<file path="config.mk">
export PLATFORM = sky130hd
export DESIGN_NAME = mbr_mem_responder
export DESIGN_NICKNAME = d
export VERILOG_FILES = /design/src/rtl/mbr_mem_responder.sv
export SDC_FILE = /design/constraint.sdc
export NUM_CORES = 1
export LEC_CHECK = 0
export ABC_AREA = 1
export CAP_MARGIN = 5
export CORE_MARGIN = 2
export CORE_UTILIZATION = 45
export CTS_BUF_LIST = sky130_fd_sc_hd__clkbuf_16
export DETAILED_ROUTE_END_ITERATION = 16
export PLACE_DENSITY_LB_ADDON = 0.1
export SLEW_MARGIN = 40
export SYNTH_ARGS = -nofsm -noshare
export SYNTH_HDL_FRONTEND = slang
export SYNTH_SLANG_ARGS = --single-unit
</file>
<file path="constraint.sdc">
create_clock -name clk -period 2.71 [get_ports clk]
set_input_delay 0.4065 -clock clk [delete_from_list [all_inputs] [get_ports clk]]
set_output_delay 0.4065 -clock clk [all_outputs]
set_load 0.02 [all_outputs]
</file>
<file path="src/rtl/mbr_mem_responder.sv">
// Memory-side responder: four-phase req/ack, programmable wait states,
// DEPTH x 10-bit word store with out-of-range flagging.
module mbr_mem_responder #(
  parameter int DEPTH       = 48,
  parameter int AW          = 6,
  parameter int WAIT_CYCLES = 2
) (
  input  logic          clk,
  input  logic          reset,
  input  logic          req,
  input  logic          we,
  input  logic [AW-1:0] addr,
  input  logic [9:0]    wdata,
  output logic          ack,
  output logic [9:0]    rdata,
  output logic          err,
  output logic          busy
);

  localparam int IW = (DEPTH > 1) ? $clog2(DEPTH) : 1;
  // One extra bit so DEPTH == 2^AW still compares correctly.
  localparam logic [AW:0] DEPTH_W  = DEPTH[AW:0];
  localparam logic [3:0]  WAIT_CNT = WAIT_CYCLES[3:0];

  typedef enum logic [1:0] {S_IDLE, S_WAIT, S_ACK} state_e;

  state_e        state_q, state_d;
  logic [3:0]    cnt_q, cnt_d;
  logic          we_q, we_d;
  logic [AW-1:0] addr_q, addr_d;
  logic [9:0]    wdata_q, wdata_d;
  logic          ack_q, ack_d;
  logic [9:0]    rdata_q, rdata_d;
  logic          err_q, err_d;

  logic [9:0]    mem [DEPTH];
  logic          in_range;
  logic [IW-1:0] idx;
  logic          access;
  logic          mem_we;

  assign in_range = ({1'b0, addr_q} < DEPTH_W);
  assign idx      = addr_q[IW-1:0];
  assign access   = (state_q == S_WAIT) && (cnt_q == 4'd0);
  assign mem_we   = access && we_q && in_range;

  always_comb begin
    state_d = state_q;
    cnt_d   = cnt_q;
    we_d    = we_q;
    addr_d  = addr_q;
    wdata_d = wdata_q;
    ack_d   = ack_q;
    rdata_d = rdata_q;
    err_d   = err_q;
    case (state_q)
      S_IDLE: begin
        if (req) begin
          state_d = S_WAIT;
          we_d    = we;
          addr_d  = addr;
          wdata_d = wdata;
          cnt_d   = WAIT_CNT;
        end
      end
      S_WAIT: begin
        if (cnt_q != 4'd0) begin
          cnt_d = cnt_q - 4'd1;
        end else begin
          state_d = S_ACK;
          ack_d   = 1'b1;
          err_d   = !in_range;
          if (!we_q) rdata_d = in_range ? mem[idx] : 10'd0;
        end
      end
      S_ACK: begin
        if (!req) begin
          state_d = S_IDLE;
          ack_d   = 1'b0;
        end
      end
      default: begin
        state_d = S_IDLE;
        ack_d   = 1'b0;
      end
    endcase
  end

  always_ff @(posedge clk) begin
    if (!reset) begin
      state_q <= S_IDLE;
      cnt_q   <= 4'd0;
      we_q    <= 1'b0;
      addr_q  <= '0;
      wdata_q <= 10'd0;
      ack_q   <= 1'b0;
      rdata_q <= 10'd0;
      err_q   <= 1'b0;
    end else begin
      state_q <= state_d;
      cnt_q   <= cnt_d;
      we_q    <= we_d;
      addr_q  <= addr_d;
      wdata_q <= wdata_d;
      ack_q   <= ack_d;
      rdata_q <= rdata_d;
      err_q   <= err_d;
    end
  end

  // Array is never cleared; reset only blocks a write still pending in WAIT.
  always_ff @(posedge clk) begin
    if (reset && mem_we) mem[idx] <= wdata_q;
  end

  assign ack   = ack_q;
  assign rdata = rdata_q;
  assign err   = err_q;
  assign busy  = (state_q != S_IDLE);

endmodule

</file>
==> flow_summary.toml <==
[outcome]
status = "finished clean"

[logic_synthesis]
netlist_instances = 2075
synth-simple-area-share_pct = 21.28
yosysSeqAreaShare_pct = 70.05
syn-num-nets = 2097
ys_types = 22
synthAdderAreaFrac_pct = 0.1151
synthXorXnorAreaFrac_pct = 0
synth_mux_area_share_pct = 0
synth_compound_area_share_pct = 2.382
yosys_warnings = 0
syn_area_per_cell_sq_um = 10.48
synth_seq_cells = 521
synth_top_family_by_area = "simple AND/OR/NAND/NOR gates"
synth_area_sq_um = 21750

[setup_path]
arrival_ns = 2.74
max_stage_delay_ns = 0.33
ff2ff_path_depth = 12
crit_required_ns = 3.01
start_kind = "flop"
crit_chain = "inv_1 > ha_1 > nand3_1 > nor2_2 > inv_1 > nor2_1 > nand3_1 > nor2_1 > nand3_1 > buf_4 > nor2_1 > buf_4"
crit_buf_inv = 4
path_class = "reg2reg"
timing.rr.start = "cnt_q[0]"
end_kind = "flop"
crit_family = "simple AND/OR/NAND/NOR gates"
critPathSlowestCell = "dfxtp_1"
r2r_end = "mem[42][5]"
crit_path_start = "cnt_q[0]"
path_max_fanout = 10
reg2reg_slack_ns = 0.27

[finish]
final_common_cell = "nand2_1"
area_growth_pct = 14.98
final_cell_mix = "646 x nand2_1, 480 x edfxtp_1, 317 x nand3_1, 239 x inv_1, 150 x nor2_1"
fillers = 4214
drive_gt1_share_pct = 8.299
finish.net_count = 2171
antenna_cells = 0
stdcell_area_sq_um = 25010

[clock_network]
cts-buffers-inserted = 53
clock_latency_ns = 0.61
clockBufferDepth = 3
cts_sinks = 521
ctsResizeCount = 0
htreeDepth = 2
cts_setup_buffers = 0
clk_pin_slew_worst_paths_ns = 0.06
cts_hold_buffers = 0
clockRootBuffer = "clkbuf_16"
tritoncts = "yes"

[routing]
first_pass_iters = 5
antenna_left = 0
wl_microns = 58570
first_iter_violations = 1422
via_per_inst = 5.233
post_drt_wl_per_cell_microns = 20.86
drc = 0
dr_total_vias = 14700

[pwr]
peakVddDrop_mv = 0.5842
powerDensity_nw_per_um2 = 742.3
leakage_nw = 10.08

[timing]
tightest_slew_ns = 0.8672
fmax_mhz = 409.4
skew_ns = 0.02669
timing.slew.headroom_pct = 42.18
final_max_slew_viol_count = 0
tns_ns = 0
hold_violations = 0
setup_viol = 0
min_period_ns = 2.443
fin_crit_sh_pct = 90.14
rsz0062_at_grt = "no"

[global_routing]
antenna_found_initial = 0
grt_usage_pct = 23.70
grt_pass1_vias = 14140
grt_max_degree = 137
globalRouteOverflowTotal = 0
grt_pass1_wl_microns = 87530

[placement]
gp_congestion = 0.8430
io_buffer_count = 32
placed_cell_area_sq_um = 23270
hpwl_microns = 35030

[hold_path]
worstHoldPathCells = 3
hp-class = "in2reg"
hp-start = "wdata[1]"
whs_endpoint = "wdata_q[1]"

[die]
rows = 80
die_h_microns = 223.8
start_util_pct = 45.55
die_w_microns = 223.8
io_pins = 33
die-area_sq_um = 50100
core_sq_um = 47750

[run]
maxCapViolations = 0
[metrics by stage]
| step | util (%) | hold slack (ns) | std cells | total power, mW | setup slack (ns) |
|---|---|---|---|---|---|
| after global routing | 52.37 | 0.4405 | 2808 | 19.20 | 0.05577 |
| after CTS | 52.33 | 0.3866 | 2807 | 18.69 | 0.2611 |
| after detailed placement | 48.74 | 0.4674 | 2708 | 11.51 | 0.2870 |
| after floorplan | - | 0.4564 | 2075 | 10.54 | 0.5034 |
| final | 52.37 | 0.4167 | 2808 | 18.56 | 0.2673 |
| after global placement | 48.74 | 0.4568 | 2708 | 11.51 | 0.2470 |
[sequential cells by signal, summed over array words and instances, names as in the netlist, named ones only]
| signal | flops |
|---|---|
| ack | 1 |
| addr_q | 6 |
| cnt_q | 4 |
| err | 1 |
| mem | 480 |
| rdata | 10 |
| state_q | 2 |
| wdata_q | 10 |
| we_q | 1 |
[per-layer routing]
metal  global-route usage (%)  part of all wire [%]  vias up
li1                         -                     -     7035
met1                    35.50                    45     7030
met2                    35.88                    45      550
met3                    4.079                   7.5       80
met4                    6.323                   2.1        0
met5                        0                     0        -
[worst min-delay path: stages]
cell	delay, ns
clkdlybuf4s50_1	0.39
o21ai_0	0.16
nor2_1	0.04
[kinds of logic after synthesis]
| kind of cell | after synthesis |
|---|---|
| flops | 521 |
| simple gates | 1120 |
| compound gates | 97 |
| buf+inv | 335 |
| fa+ha+maj | 2 |
[final cells by class]
cell class / count / area (sq um) / share of cell area [%]
Sequential cell: 521 / 15260 / 61.04
Clock buffer: 55 / 1376 / 5.504
Tap cell: 615 / 769.5 / 3.077
Timing Repair Buffer: 125 / 1219 / 4.873
Clock inverter: 44 / 340.3 / 1.361
Multi-Input combinational cell: 1219 / 5171 / 20.68
Inverter: 229 / 867.1 / 3.467
[cells in the mapped netlist]
library cell,instances,share of area [%]
nand3_1,317,7.3
o211ai_1,11,0.38
a21oi_1,24,0.55
a211oi_1,1,0.035
buf_1,8,0.14
nand2_1,646,11
inv_2,2,0.035
nor2_8,1,0.092
ha_1,2,0.12
buf_2,56,1.3
buf_4,4,0.14
edfxtp_1,480,66
or2_2,1,0.029
nor3_1,3,0.069
clkinv_1,4,0.069
nor2_2,2,0.058
o21ai_0,59,1.4
dfxtp_1,41,3.8
clkbuf_1,38,0.66
a31oi_1,2,0.058
nor2_1,150,2.6
inv_1,223,3.8
[worst max-delay path by stage]
| stage | to | slack (ns) | cells past startpoint |
|---|---|---|---|
| final | mem[42][5] | 0.27 | 12 |
| after global routing | mem[14][2] | 0.06 | 12 |
| after CTS | mem[22][6] | 0.26 | 12 |
| after detailed placement | mem[22][3] | 0.29 | 12 |
| after global placement | mem[22][1] | 0.25 | 12 |
| after floorplan | mem[11][0] | 0.50 | 10 |
[report_power, final]
part           internal, mW  switching (mW)  total [mW]
registers              8.99           0.232        9.22
logic                 0.608            1.52        2.13
clock network          4.22            3.00        7.21
total                  13.8            4.75        18.6
Power figures use the tool's default switching activity.
